**src/rtl/mux_rr_sched_pkg.sv**
```systemverilog
// Shared definitions for the round-robin serial-path scheduler.
package mux_rr_sched_pkg;

  localparam int unsigned N_REQ = 8;
  localparam int unsigned SEL_W = 3;

  typedef enum logic [0:0] {
    ST_IDLE  = 1'b0,
    ST_GRANT = 1'b1
  } state_e;

  // One-hot decode of a requester index.
  function automatic logic [N_REQ-1:0] onehot(input logic [SEL_W-1:0] idx);
    logic [N_REQ-1:0] vec;
    vec      = '0;
    vec[idx] = 1'b1;
    return vec;
  endfunction

endpackage

```
**src/rtl/mux_rr_sched_rr_pick8.sv**
```systemverilog
// Combinational round-robin pick: first set request searching upward from ptr+1, wrapping.
module rr_pick8
  import mux_rr_sched_pkg::*;
(
  input  logic [N_REQ-1:0] req,
  input  logic [SEL_W-1:0] ptr,
  output logic [SEL_W-1:0] idx,
  output logic             found
);

  logic [SEL_W-1:0]   start;
  logic [2*N_REQ-1:0] req_dbl;
  logic [N_REQ-1:0]   req_rot;

  assign start   = ptr + SEL_W'(1);
  assign req_dbl = {req, req};
  // Bit k of req_rot is requester (start + k) mod 8.
  assign req_rot = req_dbl[start +: N_REQ];

  // Priority-encode the rotated vector; lowest set bit wins, so scan downward.
  always_comb begin
    found = 1'b0;
    idx   = start;
    for (int k = N_REQ - 1; k >= 0; k--) begin
      if (req_rot[k]) begin
        found = 1'b1;
        idx   = start + SEL_W'(k);
      end
    end
  end

endmodule

```
**src/rtl/mux_rr_sched.sv**
```systemverilog
// Round-robin burst scheduler sharing one 8:1 serial data path among 8 requesters.
module mux_rr_sched
  import mux_rr_sched_pkg::*;
#(
  parameter int unsigned BURST_LEN = 4,
  parameter int unsigned CNT_W     = 4
) (
  input  logic             clk_in,
  input  logic             rst_in,
  input  logic             en_in,
  input  logic [N_REQ-1:0] req_in,
  input  logic [N_REQ-1:0] d_in,
  output logic [SEL_W-1:0] sel_out,
  output logic [N_REQ-1:0] gnt_out,
  output logic             busy_out,
  output logic             y_out
);

  localparam logic [CNT_W-1:0] CNT_RELOAD = CNT_W'(BURST_LEN - 1);

  state_e           state_q, state_d;
  logic [SEL_W-1:0] ptr_q, ptr_d;
  logic [CNT_W-1:0] cnt_q, cnt_d;
  logic [SEL_W-1:0] sel_q, sel_d;
  logic [N_REQ-1:0] gnt_q, gnt_d;
  logic             busy_q, busy_d;
  logic             y_q, y_d;

  logic [SEL_W-1:0] idle_idx, next_idx;
  logic             idle_found, next_found;
  logic             terminate;

  // Fresh grant out of idle searches from the stored pointer.
  rr_pick8 u_pick_idle (
    .req   (req_in),
    .ptr   (ptr_q),
    .idx   (idle_idx),
    .found (idle_found)
  );

  // Back-to-back re-grant searches from the requester just finishing.
  rr_pick8 u_pick_next (
    .req   (req_in),
    .ptr   (sel_q),
    .idx   (next_idx),
    .found (next_found)
  );

  assign terminate = (cnt_q == '0) || !req_in[sel_q] || !en_in;

  // Next-state logic: grant from idle, burst countdown, termination and re-grant.
  always_comb begin
    state_d = state_q;
    ptr_d   = ptr_q;
    cnt_d   = cnt_q;
    sel_d   = sel_q;
    gnt_d   = gnt_q;
    busy_d  = busy_q;
    y_d     = y_q;
    unique case (state_q)
      ST_IDLE: begin
        y_d = 1'b0;
        if (en_in && idle_found) begin
          state_d = ST_GRANT;
          sel_d   = idle_idx;
          gnt_d   = onehot(idle_idx);
          busy_d  = 1'b1;
          cnt_d   = CNT_RELOAD;
        end
      end
      ST_GRANT: begin
        y_d = d_in[sel_q];
        if (terminate) begin
          ptr_d = sel_q;
          if (en_in && next_found) begin
            sel_d = next_idx;
            gnt_d = onehot(next_idx);
            cnt_d = CNT_RELOAD;
          end else begin
            // sel_out deliberately holds its last value while idle.
            state_d = ST_IDLE;
            gnt_d   = '0;
            busy_d  = 1'b0;
          end
        end else begin
          cnt_d = cnt_q - CNT_W'(1);
        end
      end
    endcase
  end

  // State and output registers; pointer resets to 7 so the first search starts at 0.
  always_ff @(posedge clk_in or posedge rst_in) begin
    if (rst_in) begin
      state_q <= ST_IDLE;
      ptr_q   <= SEL_W'(N_REQ - 1);
      cnt_q   <= '0;
      sel_q   <= '0;
      gnt_q   <= '0;
      busy_q  <= 1'b0;
      y_q     <= 1'b0;
    end else begin
      state_q <= state_d;
      ptr_q   <= ptr_d;
      cnt_q   <= cnt_d;
      sel_q   <= sel_d;
      gnt_q   <= gnt_d;
      busy_q  <= busy_d;
      y_q     <= y_d;
    end
  end

  assign sel_out  = sel_q;
  assign gnt_out  = gnt_q;
  assign busy_out = busy_q;
  assign y_out    = y_q;

endmodule

```
**config.mk**
```make
export PLATFORM = sky130hd
export DESIGN_NAME = mux_rr_sched
export DESIGN_NICKNAME = d
export VERILOG_FILES = /design/src/rtl/mux_rr_sched_pkg.sv /design/src/rtl/mux_rr_sched_rr_pick8.sv /design/src/rtl/mux_rr_sched.sv
export SDC_FILE = /design/constraint.sdc
export NUM_CORES = 1
export LEC_CHECK = 0
export BUFFER_PORTS_ARGS = -buffer_cell sky130_fd_sc_hd__buf_4
export CORE_ASPECT_RATIO = 0.8
export CORE_MARGIN = 10
export CORE_UTILIZATION = 40
export CTS_CLUSTER_DIAMETER = 120
export DETAILED_ROUTE_END_ITERATION = 12
export GPL_TIMING_DRIVEN = 1
export SYNTH_ARGS = -nofsm -noshare
export SYNTH_HDL_FRONTEND = slang
export SYNTH_SLANG_ARGS = --single-unit
export TNS_END_PERCENT = 30
```
**constraint.sdc**
```tcl
create_clock -name clk_in -period 4.15 [get_ports clk_in]
set_clock_uncertainty 0.15 [all_clocks]
set_input_delay 0.415 -clock clk_in [delete_from_list [all_inputs] [get_ports clk_in]]
set_output_delay 0.415 -clock clk_in [all_outputs]
set_load 0.005 [all_outputs]
```
==> results of run 1 <==
-- kinds of logic (layout without fill, tap and decap cells) --
family / count (synthesis) / after routing / share of synthesized area
AND/OR/NAND/NOR: 114 / 114 / 0.1917
AO/OA/AOI/OAI: 92 / 92 / 0.2069
multiplexers: 64 / 64 / 0.3015
buffers and inverters: 50 / 65 / 0.07458
flip-flops: 21 / 21 / 0.1696
XOR/XNOR: 10 / 10 / 0.03248
adder cells (fa/ha/maj): 6 / 6 / 0.02326
-- placed cells by master (no fill, tap or decap), drive strengths merged, types with 10 or more instances in the layout --
| cell type | netlist | final |
|---|---|---|
| nand2 | 33 | 33 |
| o21ai | 18 | 18 |
| inv | 14 | 14 |
| nand2b | 10 | 10 |
| mux2 | 21 | 21 |
| dfrtp | 18 | 18 |
| buf | 14 | 46 |
| nor2 | 24 | 24 |
| mux2i | 23 | 23 |
| a21oi | 19 | 19 |
| mux4 | 20 | 20 |
-- registers in the layout, indices dropped and copies added (netlist names) --
| name | count |
|---|---|
| gnt_out | 8 |
| cnt_q | 4 |
| ptr_q | 3 |
| sel_out | 3 |
| busy_out | 1 |
| state_q | 1 |
| y_out | 1 |
-- cell type report --
class | instances | area, sq um
clock buffers | 3 | 41.29
clock inverters | 1 | 5.005
fillers | 748 | 4006
inverters | 15 | 56.30
multi-input cells | 286 | 2370
flip-flops and latches | 21 | 529.3
well taps | 105 | 131.4
repair buffers | 46 | 357.8
-- through the flow --
| step | instance area (sq um) | cells | hold slack [ns] | setup WS, ns |
|---|---|---|---|---|
| after detailed placement | 3440 | 473 | 0.3356 | 0.3553 |
| after global placement | 3440 | 473 | 0.3360 | 0.4165 |
| final | 3491 | 477 | 0.1581 | 0.3637 |
| after floorplan | 3133 | 357 | 0.2393 | 0.0001132 |
| after global routing | 3491 | 477 | 0.2242 | 0.1606 |
| after CTS | 3486 | 477 | 0.1715 | 0.3366 |
-- path summary, 6_finish.rpt --
kind,to,slack [ns],depth (start not counted),startpoint
max,gnt_out[4]$_DFFE_PP0P_,0.36,12,ptr_q[0]$_DFFE_PP1P_
min,gnt_out[2]$_DFFE_PP0P_,0.16,2,rst_in
max reg2reg,gnt_out[4]$_DFFE_PP0P_,0.36,12,ptr_q[0]$_DFFE_PP1P_
min reg2reg,gnt_out[0]$_DFFE_PP0P_,0.35,2,gnt_out[0]$_DFFE_PP0P_
max in group asynchronous,gnt_out[6]$_DFFE_PP0P_,3.19,2,rst_in
min in group clk_in,gnt_out[0]$_DFFE_PP0P_,0.35,2,gnt_out[0]$_DFFE_PP0P_
-- layer usage --
metal  GRT usage  part of all wire  up-vias
met1      0.2129              0.49     1425
li1            -                 -     1401
met3     0.03649             0.078        7
met5           0                 0        -
met4     0.01874            0.0050        0
met2      0.2007              0.42      120
==> impl_results.md, run 1 <==
- Worst-path maximum fanout: 9
- Number of port buffers: 31
- Clock latency reported for the late side of the worst-skew pair: 0.27 ns
- N_diodes: 0
- Largest net degree at the start of global routing: 33
- Number of DRC markers in iteration 0: 312
- Core area: 7497 sq um
- Clock-pin slew on the worst setup and hold paths: 0.07 ns
- Die height: 99 um
- Most common cell in the netlist: nand2_1
- Post-CTS Setup Bufs: 0
- Die area: 11760 sq um
- Max stage delay on crit path: 0.56 ns
- Core Util, Final: 0.4656
- Fmax: 264.1 MHz
- Initial Util: 0.4162
- CTS Buf Count: 3
- Vias per cell: 6.191
- Post-synth EDFFs: 0
- Hold buffers post-CTS: 0
- ANT nets after route: 0
- Synth top area cells: dfrtp_1, mux4_2, mux2i_1
- Count of maximum capacitance violations: 0
- Max stage delay cell, worst path: dfstp_2
- Critical path buffers and inverters: 3
- Outcome: completed
- 1st-pass router iterations: 5
- Max-slew violations: 0
- H-Tree Level Count: 1
- Synth warn: 0
- Avg Synthesized Cell Area: 8.741 sq um
- Dpl hpwl: 6299 um
- Unrepaired setup endpoints after global routing: false
- Layout cells sized above 1: 0.2742
- Layout area overhead: 11.87%
- Top cell type's share of synthesized area: 0.1443
- Syn nets: 381
- Post-CTS sizing: 0
- Worst EP arrival: 3.81 ns
- Async SR Flop Fraction: 1.000
- Primary FF master, synth: dfrtp_1
- DRC Markers: 0
- Total Nets Final: 397
- CP required: 4.18 ns
- Worst Max-Slew Pin Slew: 0.8170 ns
- Rel. slew slack: 0.4547
- Final Hold Fails: 0
- Crit path cell chain: inv_1 > ha_1 > buf_4 > mux4_2 > nand2_1 > nand2_1 > a311oi_1 > o21ai_0 > xnor2_1 > buf_4 > or4b_1 > o221ai_1
- Initial antenna violation count: 0
- TNS Setup: 0 ns
- Clk buf depth: 2
- Cells after Synth: 357
- Root Buffer: clkbuf_8
- Tcrit/Tclk final: 0.9124
- I/O pin cnt: 32
- Sequential cell area fraction in the yosys report: 0.1696
- GRT Total Usage: 0.1418
- Die Wd: 118.8 um
- Row cnt: 28
- Hold/Removal Path Class: primary input to async pin
- CTS tree: done
- Netlist cell types: 70
- Final setup viols: 0
- Kind of critical path: register to register
- Nature of the critical path endpoint: register
- GR Overflow Total: 0
- Global-route wire length before repair: 14330 um
- Number of synthesized register bits: 21
- # clock sinks: 21
- CP top delay family: simple AND/OR/NAND/NOR gates
- Wire per inst: 18.19 um
- Vias in the first global route: 2654
- Fin crit period: 3.786 ns
- Final Wtd Congestion: 0.9013
- Setup crit start kind: register
- Drt total wl: 8678 um
- Most common library cells after synthesis: nand2_1, nor2_1, mux2i_1
- DR vias: 2953
- Area of the mapped netlist: 3120 sq um
- Area leader, netlist: dfrtp_1
Power of run 1 is left out: the tool's default activity adds up to more than one toggle a clock period on the data nets, which glitch-free logic cannot reach.
==> run 2, diff against run 1 <==
--- a/config.mk
+++ b/config.mk
@@ -5,13 +5,14 @@
 export SDC_FILE = /design/constraint.sdc
 export NUM_CORES = 1
 export LEC_CHECK = 0
-export BUFFER_PORTS_ARGS = -buffer_cell sky130_fd_sc_hd__buf_4
 export CORE_ASPECT_RATIO = 0.8
 export CORE_MARGIN = 10
 export CORE_UTILIZATION = 40
 export CTS_CLUSTER_DIAMETER = 120
 export DETAILED_ROUTE_END_ITERATION = 12
+export DONT_BUFFER_PORTS = 1
 export GPL_TIMING_DRIVEN = 1
+export PLACE_DENSITY = 0.68
 export SYNTH_ARGS = -nofsm -noshare
 export SYNTH_HDL_FRONTEND = slang
 export SYNTH_SLANG_ARGS = --single-unit
==> impl_results.md, run 2 (same netlist as run 1, synthesis figures left out) <==
- Clock-pin slew on the worst setup and hold paths: 0.08 ns
- Nature of the critical path endpoint: register
- Worst Max-Slew Pin Slew: 0.8081 ns
- Number of DRC markers in iteration 0: 262
- Area of the multi-input gates: 2367 sq um
- Global-route wire length before repair: 13470 um
- Count of maximum capacitance violations: 0
- CP required: 4.19 ns
- Dpl hpwl: 6133 um
- Final setup viols: 0
- CTS Buf Count: 3
- Number of port buffers: 0
- Max-slew violations: 0
- Wire per inst: 18.51 um
- Die Wd: 118.8 um
- Outcome: completed
- Vias in the first global route: 2573
- DR vias: 2861
- Tcrit/Tclk final: 0.9110
- TNS Setup: 0 ns
- Kind of critical path: register to register
- Register Area: 529.3 sq um
- Die area: 11760 sq um
- Worst-path maximum fanout: 14
- Post-CTS sizing: 0
- Fin crit period: 3.781 ns
- # clock sinks: 21
- Initial antenna violation count: 0
- ANT nets after route: 0
- Vias per cell: 6.386
- H-Tree Level Count: 1
- Final Hold Fails: 0
- Initial Util: 0.4162
- DRC Markers: 0
- Total Nets Final: 368
- Root Buffer: clkbuf_8
- N_diodes: 0
- Post-CTS Setup Bufs: 0
- Most frequent cells in the layout: nand2_1, nor2_1, mux2i_1, mux4_2, a21oi_1
- CTS tree: done
- # fillers: 745
- Die height: 99 um
- Setup crit start kind: register
- Fmax: 264.5 MHz
- GRT Total Usage: 0.1332
- Hold/Removal Path Class: primary input to async pin
- Most common library cell in the layout ignoring fill and taps: nand2_1
- Drt total wl: 8292 um
- Clk buf depth: 2
- Layout cells sized above 1: 0.2128
- I/O pin cnt: 32
- Core area: 7497 sq um
- GR Overflow Total: 0
- Unrepaired setup endpoints after global routing: false
- Clock latency reported for the late side of the worst-skew pair: 0.26 ns
- Largest net degree at the start of global routing: 33
- Hold buffers post-CTS: 0
- Worst EP arrival: 3.82 ns
- Layout area overhead: 4.410%
- Row cnt: 28
- Final Wtd Congestion: 0.9471
- 1st-pass router iterations: 7
- Max reg flops: 8
- Rel. slew slack: 0.4607
## run 2: changes by cell type in the layout (fill, tap and decap cells not counted), sizes merged
| cell | previous run | this run |
|---|---|---|
| buf | 46 | 17 |
## run 2: through the flow
step	hold slack, ns	worst slack, ns	instances	instance area, sq um	util
after global placement	0.3318	0.4695	444	3209	0.4281
after floorplan	0.2393	0.0001132	357	3133	-
after global routing	0.09312	0.09863	448	3258	0.4346
after detailed placement	0.3466	0.3170	444	3209	0.4281
after CTS	0.05587	0.2832	448	3256	0.4342
final	0.04007	0.3694	448	3258	0.4346
## run 2: area by class of cell
class,count,share of cell area
clock inverter,1,0.001536
inverter,15,0.01728
tap,105,0.04032
sequential,21,0.1624
timing repair buffer,17,0.03917
multi-input combinational,286,0.7266
clock buffer,3,0.01267
## run 2: worst max-delay path, cell delays in order (launching register included)
cell and delay [ns]:
dfrtp_1 0.35, clkinv_1 0.08, ha_2 0.45, buf_4 0.26
buf_4 0.21, mux2i_1 0.32, mux2i_1 0.24, mux2i_4 0.24
a31oi_1 0.10, or4_1 0.45, and3_1 0.22, or4_4 0.55
o211ai_2 0.07
## run 2: layer usage
metal / routed length, um / vias up / track usage
li1: - / 1336 / -
met1: 3909 / 1411 / 0.1891
met2: 3638 / 108 / 0.2088
met3: 718 / 6 / 0.02908
met4: 26 / 0 / 0.01218
met5: 0 / - / 0
## run 2: path summary, 6_finish.rpt
kind,slack (ns),cells after the start,startpoint,end
max,0.37,12,sel_out[0]$_DFFE_PP0P_,gnt_out[6]$_DFFE_PP0P_
min,0.04,1,rst_in,busy_out$_DFFE_PP0P_
max reg2reg,0.37,12,sel_out[0]$_DFFE_PP0P_,gnt_out[6]$_DFFE_PP0P_
min reg2reg,0.36,2,ptr_q[0]$_DFFE_PP1P_,ptr_q[0]$_DFFE_PP1P_
max in group asynchronous,3.30,1,rst_in,gnt_out[1]$_DFFE_PP0P_
min in group clk_in,0.29,3,en_in,state_q$_DFF_PP0_
Power of run 2 is left out for the same reason.
